`src/rtl/axilseq_pkg.sv`:
```
// +----------------------------------------------------------------------------+
// | axilseq_pkg                                                                |
// | Shared opcodes, error codes, FSM states and table-entry field layout for   |
// | axil_config_sequencer.                                                     |
// | Rev 1.0                                                                    |
// +----------------------------------------------------------------------------+
`default_nettype none

package axilseq_pkg;

  localparam logic [1:0] OP_END   = 2'b00;
  localparam logic [1:0] OP_WRITE = 2'b01;
  localparam logic [1:0] OP_POLL  = 2'b10;

  localparam logic [1:0] ERR_NONE    = 2'd0;
  localparam logic [1:0] ERR_BRESP   = 2'd1;
  localparam logic [1:0] ERR_RRESP   = 2'd2;
  localparam logic [1:0] ERR_TIMEOUT = 2'd3;

  // Entry layout: {op[1:0], addr[31:0], data[31:0]}
  localparam int ENT_W        = 66;
  localparam int ENT_OP_LSB   = 64;
  localparam int ENT_ADDR_LSB = 32;
  localparam int ENT_DATA_LSB = 0;

  typedef enum logic [3:0] {
    IDLE   = 4'd0,
    FETCH  = 4'd1,
    DECODE = 4'd2,
    WR     = 4'd3,
    WB     = 4'd4,
    RD     = 4'd5,
    RR     = 4'd6,
    NEXT   = 4'd7,
    FINISH = 4'd8
  } state_t;

endpackage

`default_nettype wire

```
`src/rtl/axil_config_sequencer.sv`:
```
// +----------------------------------------------------------------------------+
// | axil_config_sequencer                                                      |
// | Table-driven AXI4-Lite master: walks WRITE / POLL / END entries from a     |
// | synchronous table. Optional macro AXILSEQ_CONTINUE_ON_ERR_EN keeps walking |
// | after an error, recording only the first one.                              |
// | Rev 1.0                                                                    |
// +----------------------------------------------------------------------------+
`default_nettype none

module axil_config_sequencer
  import axilseq_pkg::*;
#(
  parameter int TBL_AW       = 4,
  parameter int POLL_TIMEOUT = 1024
) (
  input  logic              clk,
  input  logic              resetn,
  input  logic              start,
  output logic              busy,
  output logic              done,
  output logic [1:0]        err_code,
  output logic [TBL_AW-1:0] err_index,
  output logic [TBL_AW-1:0] tbl_index,
  input  logic [ENT_W-1:0]  tbl_entry,
  output logic [31:0]       M_AXI_AWADDR,
  output logic              M_AXI_AWVALID,
  output logic [2:0]        M_AXI_AWPROT,
  input  logic              M_AXI_AWREADY,
  output logic [31:0]       M_AXI_WDATA,
  output logic [3:0]        M_AXI_WSTRB,
  output logic              M_AXI_WVALID,
  input  logic              M_AXI_WREADY,
  input  logic [1:0]        M_AXI_BRESP,
  input  logic              M_AXI_BVALID,
  output logic              M_AXI_BREADY,
  output logic [31:0]       M_AXI_ARADDR,
  output logic              M_AXI_ARVALID,
  output logic [2:0]        M_AXI_ARPROT,
  input  logic              M_AXI_ARREADY,
  input  logic [31:0]       M_AXI_RDATA,
  input  logic [1:0]        M_AXI_RRESP,
  input  logic              M_AXI_RVALID,
  output logic              M_AXI_RREADY
);

  localparam int                CNT_W    = $clog2(POLL_TIMEOUT + 1);
  localparam logic [CNT_W-1:0]  CNT_LOAD = CNT_W'(POLL_TIMEOUT);
  localparam logic [TBL_AW-1:0] IDX_MAX  = '1;

`ifdef AXILSEQ_CONTINUE_ON_ERR_EN
  localparam state_t ERR_DEST = NEXT;
`else
  localparam state_t ERR_DEST = FINISH;
`endif

  state_t              r_state;
  state_t              w_state_nxt;
  logic [TBL_AW-1:0]   r_tbl_index;
  logic [1:0]          r_err_code;
  logic [TBL_AW-1:0]   r_err_index;
  logic [31:0]         r_addr;
  logic [31:0]         r_data;
  logic [CNT_W-1:0]    r_timeout;
  logic                r_aw_done;
  logic                r_w_done;
  logic                w_err_set;
  logic [1:0]          w_err_val;
  logic [1:0]          w_op;
  logic                w_aw_hs;
  logic                w_w_hs;

  assign w_op    = tbl_entry[ENT_OP_LSB +: 2];
  assign w_aw_hs = M_AXI_AWVALID && M_AXI_AWREADY;
  assign w_w_hs  = M_AXI_WVALID && M_AXI_WREADY;

  always_ff @(posedge clk or negedge resetn) begin
    if (!resetn) begin
      r_state <= IDLE;
    end else begin
      r_state <= w_state_nxt;
    end
  end

  always_comb begin
    w_state_nxt = r_state;
    w_err_set   = 1'b0;
    w_err_val   = ERR_NONE;
    case (r_state)
      IDLE:   if (start) w_state_nxt = FETCH;
      FETCH:  w_state_nxt = DECODE;
      DECODE: begin
        case (w_op)
          OP_WRITE: w_state_nxt = WR;
          OP_POLL:  w_state_nxt = RD;
          OP_END:   w_state_nxt = FINISH;
          default:  w_state_nxt = FINISH;
        endcase
      end
      WR: begin
        if ((r_aw_done || w_aw_hs) && (r_w_done || w_w_hs)) w_state_nxt = WB;
      end
      WB: begin
        if (M_AXI_BVALID) begin
          if (M_AXI_BRESP != 2'b00) begin
            w_err_set   = 1'b1;
            w_err_val   = ERR_BRESP;
            w_state_nxt = ERR_DEST;
          end else begin
            w_state_nxt = NEXT;
          end
        end
      end
      RD: if (M_AXI_ARREADY) w_state_nxt = RR;
      RR: begin
        // Timeout is judged only once the in-flight response has been consumed.
        if (M_AXI_RVALID) begin
          if (M_AXI_RRESP != 2'b00) begin
            w_err_set   = 1'b1;
            w_err_val   = ERR_RRESP;
            w_state_nxt = ERR_DEST;
          end else if (M_AXI_RDATA == r_data) begin
            w_state_nxt = NEXT;
          end else if (r_timeout <= CNT_W'(1)) begin
            w_err_set   = 1'b1;
            w_err_val   = ERR_TIMEOUT;
            w_state_nxt = ERR_DEST;
          end else begin
            w_state_nxt = RD;
          end
        end
      end
      NEXT:    w_state_nxt = (r_tbl_index == IDX_MAX) ? FINISH : FETCH;
      FINISH:  w_state_nxt = IDLE;
      default: w_state_nxt = IDLE;
    endcase
  end

  always_comb begin
    busy          = (r_state != IDLE) && (r_state != FINISH);
    done          = (r_state == FINISH);
    M_AXI_AWVALID = (r_state == WR) && !r_aw_done;
    M_AXI_WVALID  = (r_state == WR) && !r_w_done;
    M_AXI_BREADY  = (r_state == WB);
    M_AXI_ARVALID = (r_state == RD);
    M_AXI_RREADY  = (r_state == RR);
  end

  always_ff @(posedge clk or negedge resetn) begin
    if (!resetn) begin
      r_tbl_index <= '0;
      r_err_code  <= ERR_NONE;
      r_err_index <= '0;
      r_addr      <= '0;
      r_data      <= '0;
      r_timeout   <= '0;
      r_aw_done   <= 1'b0;
      r_w_done    <= 1'b0;
    end else begin
      if (r_state == IDLE && start) begin
        r_tbl_index <= '0;
        r_err_code  <= ERR_NONE;
        r_err_index <= '0;
      end
      if (r_state == DECODE) begin
        r_addr    <= tbl_entry[ENT_ADDR_LSB +: 32];
        r_data    <= tbl_entry[ENT_DATA_LSB +: 32];
        r_aw_done <= 1'b0;
        r_w_done  <= 1'b0;
        r_timeout <= CNT_LOAD;
      end
      if (r_state == WR) begin
        if (w_aw_hs) r_aw_done <= 1'b1;
        if (w_w_hs)  r_w_done  <= 1'b1;
      end
      if ((r_state == RD || r_state == RR) && r_timeout != '0) begin
        r_timeout <= r_timeout - CNT_W'(1);
      end
      // Only the first error of a walk is kept.
      if (w_err_set && r_err_code == ERR_NONE) begin
        r_err_code  <= w_err_val;
        r_err_index <= r_tbl_index;
      end
      if (r_state == NEXT && r_tbl_index != IDX_MAX) begin
        r_tbl_index <= r_tbl_index + TBL_AW'(1);
      end
    end
  end

  assign err_code     = r_err_code;
  assign err_index    = r_err_index;
  assign tbl_index    = r_tbl_index;
  assign M_AXI_AWADDR = r_addr;
  assign M_AXI_WDATA  = r_data;
  assign M_AXI_ARADDR = r_addr;
  assign M_AXI_AWPROT = 3'b000;
  assign M_AXI_ARPROT = 3'b000;
  assign M_AXI_WSTRB  = 4'hF;

endmodule

`default_nettype wire
```
`config.mk`:
```
export PLATFORM = sky130hd
export DESIGN_NAME = axil_config_sequencer
export DESIGN_NICKNAME = d
export VERILOG_FILES = /design/src/rtl/axilseq_pkg.sv /design/src/rtl/axil_config_sequencer.sv
export SDC_FILE = /design/constraint.sdc
export NUM_CORES = 1
export LEC_CHECK = 0
export ABC_CLOCK_PERIOD_IN_PS = 3800
export BUFFER_PORTS_ARGS = -buffer_cell sky130_fd_sc_hd__buf_4
export CORE_UTILIZATION = 35
export CTS_CLUSTER_DIAMETER = 200
export DETAILED_ROUTE_END_ITERATION = 6
export PLACE_DENSITY_LB_ADDON = 0.1
export SETUP_SLACK_MARGIN = 0.05
export SLEW_MARGIN = 20
export SYNTH_ARGS = -nofsm -noshare
export SYNTH_HDL_FRONTEND = slang
export SYNTH_SLANG_ARGS = --single-unit
```
`constraint.sdc`:
```
create_clock -name clk -period 3.8 [get_ports clk]
set_input_delay 0.57 -clock clk [delete_from_list [all_inputs] [get_ports clk]]
set_output_delay 0.57 -clock clk [all_outputs]
set_load 0.03 [all_outputs]
```
Word-level counts from Yosys, hierarchy flattened

Cells that the tools add are included.

Add/subtract/negate cells: 2
Order comparisons: 1
Equality and inequality tests: 19
Muxes and demuxes: 39
Reduce and logical (&&, ||, !) cells: 25

Operators by type and width:

| operator                | count |
|---|---|
| $mux W4                 | 13 |
| $eq A32 B32 Y1          | 1 |
| $pmux W4 S8             | 1 |
| $mux W11                | 2 |
| $eq A4 B3 Y1 const B    | 4 |
| $mux W1                 | 14 |
| $mux W2                 | 6 |
| $le A11 B1 Y1 const B   | 1 |
| $reduce_bool A11 Y1     | 1 |
| $sub A11 B1 Y11 const B | 1 |
| $logic_and A1 B1 Y1     | 10 |
| $reduce_bool A2 Y1      | 5 |
| $eq A4 B2 Y1 const B    | 2 |
| $eq A4 B4 Y1 const B    | 2 |
| $ne A2 B2 Y1 const B    | 4 |
| $ne A4 B4 Y1 const B    | 2 |
| $pmux W4 S2             | 1 |
| $reduce_and A5 Y1       | 1 |
| $add A4 B1 Y4 const B   | 1 |
| $eq A4 B1 Y1 const B    | 1 |
| $logic_not A4 Y1        | 1 |
| $pmux W2 S2             | 1 |
| $reduce_bool A4 Y1      | 1 |
| $logic_or A1 B1 Y1      | 3 |
| other kinds (6)         | 7 |

Register bits: 91
Output and inout bits: 123
Word-level logic and storage cells: 95

Longest topological paths before layout

Word-level depth: 8
Mapped depth: 7
Mapped depth without buffers: 6

Least setup slack after synthesis

OpenSTA, ideal clock, no wires.

Kind: register to output
Start point: register r_state[0]
End point: output port done
Arrival: 1.677 ns
Required time: 3.230 ns
Setup slack: 1.553 ns
Cell stages (with the launch flop): 5
Path buffers: 2
Path through: dfrtp_1 -> buf_2 -> clkbuf_1 -> or3_1 -> nor2_1

Cells in the longest elaborated chain, start to end: 1

RTL lines:

| element                  | RTL line                     | text |
|---|---|---|
| start: declaration       | axil_config_sequencer.sv:56  | `state_t r_state;` |
| start signal: assignment | axil_config_sequencer.sv:80  | `r_state <= w_state_nxt;` |
| $eq A4 B4 Y1             | axil_config_sequencer.sv:140 | `done = (r_state == FINISH);` |
| end: declaration         | axil_config_sequencer.sv:20  | `output logic done,` |

Every way passes these cells.

Final worst setup path

Start point: register r_state[0]
End point: register r_err_code[0], in the netlist err_code[0]

Cells in the longest elaborated chain, start to end: 4
Elaborated cells between the ends (all ways): 9
Classes of those cells: eq/ne (2); mux (3); reduce/logical (4)

RTL lines:

| element                                       | RTL line                     | text |
|---|---|---|
| $eq A4 B3 Y1                                  | axil_config_sequencer.sv:88  | `case (r_state)` |
| $pmux W1 S2                                   | axil_config_sequencer.sv:88  |  |
| $logic_and A1 B1 Y1                           | axil_config_sequencer.sv:179 | `if (w_err_set && r_err_code == ERR_NONE) begin` |
| $mux W2 or $reduce_bool A2 Y1 (tied branches) | --                           |  |
| end signal: assignment                        | axil_config_sequencer.sv:180 | `r_err_code <= w_err_val;` |
| end: declaration                              | axil_config_sequencer.sv:59  | `logic [1:0] r_err_code;` |

Parallel ways exist; a longest one is shown, timed or not.
A chain may end at the register's enable or synchronous reset.

==> metrics.md <==
| Metric | Value |
|---|---|
| Num CTS Buffers | `9` |
| Worst r2r src | `r_state[0]$_DFFE_PN0P_` |
| Slew margin rel. | `0.4197` |
| Final HPWL DP | `9587 um` |
| Worst VDD drop | `486.2 uV` |
| Synth Cell Area | `4723 um2` |
| # resized after CTS | `0` |
| Critical register-to-register path endpoint | `err_code[0]$_DFFE_PN0P_` |
| Ys async rst share | `1.000` |
| Leakage power | `0.003416 uW` |
| Antenna violations before repair | `0` |
| Final Power | `6072 uW` |
| Status | `finished clean` |
| Worst Path Required | `4.08 ns` |
| Post-synthesis sequential area ratio | `0.4821` |
| Starting density of the core | `0.3581` |
| Yosys reg bits | `91` |
| Synthesis-to-finish area growth | `39.36%` |
| Input/output buffers | `222` |
| Clock tree from TritonCTS | `built` |
| Vias per cell | `4.614` |
| Max Transition Viols Final | `0` |
| DRC violations left | `0` |
| Grt total ovfl | `0` |
| Post-synth top area cell | `dfrtp_1` |
| Achievable clock frequency | `0.4276 GHz` |
| Cells after Synth | `542` |
| Post-DP Area | `6296 um2` |
| Worst Slack Setup Final | `1.461 ns` |
| Post-synth top area share | `0.4821` |
| Synth Warn # | `0` |
| Final hold vios | `0` |
| Commonest cells post-synth | `nand2_1, dfrtp_1, buf_4, xnor2_1, nor2_1` |
| Hold crit path type | `primary input to asynchronous set/reset pin` |
| Reg2reg path depth | `6` |
| CTS root buf | `clkbuf_16` |
| Fin area | `6583 um2` |
| Number of primary I/O pins | `233` |
| Max cap viols | `0` |
| Vias in the first global route | `4132` |
| Synthesized area per cell | `8.715 um2` |
| Tcrit/Tclk final | `0.6154` |
| Die Span Y | `118.2 um` |
| CORE AREA | `13190 um2` |
| Layout Nets | `841` |
| Clock Tree Buf Depth | `2` |
| Post-synth top flop | `dfrtp_1` |
| Fillers | `1301` |
| CTS Sinks | `91` |
| Die ar. | `13960 um2` |
| ANT cells | `0` |
| Total GRT Usage | `0.1841` |
| GPL Wtd Cong | `0.8932` |
| Clock Latency Late Sink | `0.34 ns` |
| Crit start category | `flop` |
| FP Rows | `42` |
| DRT Wirelength | `12600 um` |
| PD cells | `922.5 nW/um2` |
| Post-synth cell types | `52` |
| Setup Buffers After CTS | `0` |
| Final Critical Period | `2.339 ns` |
| Number of flops mapped to enable cells by yosys | `0` |
| H-tree depth | `3` |
| DRT antenna net count | `0` |
| Clock Skews | `0.008553 ns` |
| Worst setup path category | `flop to flop` |
| Final setup fails | `0` |
| DR vias | `4180` |
| Crit path arrival time | `2.62 ns` |
| CTS clock-pin slew for the worst setup and hold paths | `0.07 ns` |
| Critical Path Sink Type | `flop` |
| Iter 0 DRT Violations | `157` |
| Worst slew pin tran | `0.8704 ns` |
| Die Span X | `118.2 um` |
| Flop2flop setup slack | `1.46 ns` |
| RSZ-0062 raised after global routing | `no` |
| Hold buffers post-CTS | `0` |
| WL per Instance | `13.90 um` |
| Pre-CTS setup slack | `1.292 ns` |
| Largest net degree at the start of global routing | `43` |
| CP Max Fanout | `19` |
| First-pass GRT wire length | `20400 um` |
| Synth top area cells | `dfrtp_1, nand2_1, buf_4` |
| Final TNS setup | `0 ns` |
| Fraction of layout cells with a size suffix above 1 | `0.3425` |
| DRT Pass-1 Iters | `4` |
| Count leader, synth | `nand2_1` |
[per-stage QoR]
step	util	hold WS, ns	std cells
4_1_cts	0.4991	0.2392	906
3_3_place_gp	0.4773	0.4595	890
5_1_grt	0.4991	0.2582	906
2_1_floorplan	-	0.2744	550
6_report	0.4991	0.2201	906
3_5_place_dp	0.4773	0.4811	890
[area by class of cell]
cell class | instances | area, um2 | area share
inverters | 13 | 48.80 | 0.007413
clock inverters | 5 | 53.80 | 0.008173
well taps | 176 | 220.2 | 0.03345
repair buffers | 227 | 1717 | 0.2608
flip-flops and latches | 91 | 2277 | 0.3459
clock buffers | 11 | 232.7 | 0.03535
multi-input cells | 383 | 2033 | 0.3089
[routing by layer]
layer	vias up	share of wire	routed length, um	track usage
met2	126	0.51	6398	0.3154
met5	-	0	0	0
li1	2075	-	-	-
met3	13	0.067	838	0.04778
met1	1966	0.41	5194	0.2219
met4	0	0.013	165	0.06731
[critical path, stage by stage, from the launching register on]
cell and delay, ns:
dfrtp_1 0.71, nand4bb_1 0.29, o2bb2ai_1 0.11, a311o_1 0.38, or4_4 0.46, nor3b_1 0.22, a211o_1 0.12
[where the power goes]
| group | internal (uW) | total (uW) | switching, uW |
|---|---|---|---|
| Sequential | 1400 | 1880 | 480 |
| Combinational | 1260 | 3320 | 2060 |
| Clock | 508 | 875 | 367 |
[sequential cells by signal (all words and copies together), names as in the netlist]
register      flops
M_AXI_ARADDR     32
M_AXI_WDATA      32
err_code          2
err_index         4
r_aw_done         1
r_state           4
r_timeout        11
r_w_done          1
tbl_index         4
[layout by cell type (no fill, tap or decap), types with 2 or more instances in the layout]
cell type	Yosys	final
o311ai_0	2	2
conb_1	2	10
xnor2_1	35	35
nor2_1	16	16
mux2i_1	7	7
a21boi_0	2	2
nand3b_1	2	2
a2111oi_0	2	2
nand3_1	7	7
nand2b_1	3	2
nand2_1	214	214
o211ai_1	3	3
o22ai_1	2	2
nor4_1	4	4
clkbuf_1	15	2
o21ai_0	11	11
inv_1	13	13
or4_1	6	6
o22a_1	2	2
nor2b_1	2	2
nand4_1	11	11
o31ai_1	3	3
ha_1	6	6
dfrtp_1	91	91
buf_4	43	226
nor3_1	5	4
a21oi_1	5	5
clkinv_2	0	3
clkbuf_16	0	9
[cell families after synthesis]
logic type	after synthesis	synth area share
adder cells (fa/ha/maj)	6	0.01589
XOR/XNOR	35	0.06490
AND/OR/NAND/NOR	280	0.2551
other	2	0.001590
flip-flops	91	0.4821
buffers and inverters	76	0.09536
AO/OA/AOI/OAI	44	0.06782
multiplexers	8	0.01722
[worst max-delay path by stage]
stage / start / endpoint / slack [ns] / cells past startpoint
finish: r_state[0]$_DFFE_PN0P_ / err_code[0]$_DFFE_PN0P_ / 1.46 / 6
global route: r_state[0]$_DFFE_PN0P_ / err_code[0]$_DFFE_PN0P_ / 1.29 / 6
floorplan: r_state[0]$_DFFE_PN0P_ / done / 1.55 / 4
CTS: r_state[0]$_DFFE_PN0P_ / err_code[0]$_DFFE_PN0P_ / 1.48 / 6
global placement: M_AXI_RDATA[19] / err_index[3]$_DFFE_PN0P_ / 1.34 / 7
detailed placement: M_AXI_RDATA[19] / err_index[1]$_DFFE_PN0P_ / 1.29 / 7
Power figures use the tool's default switching activity.
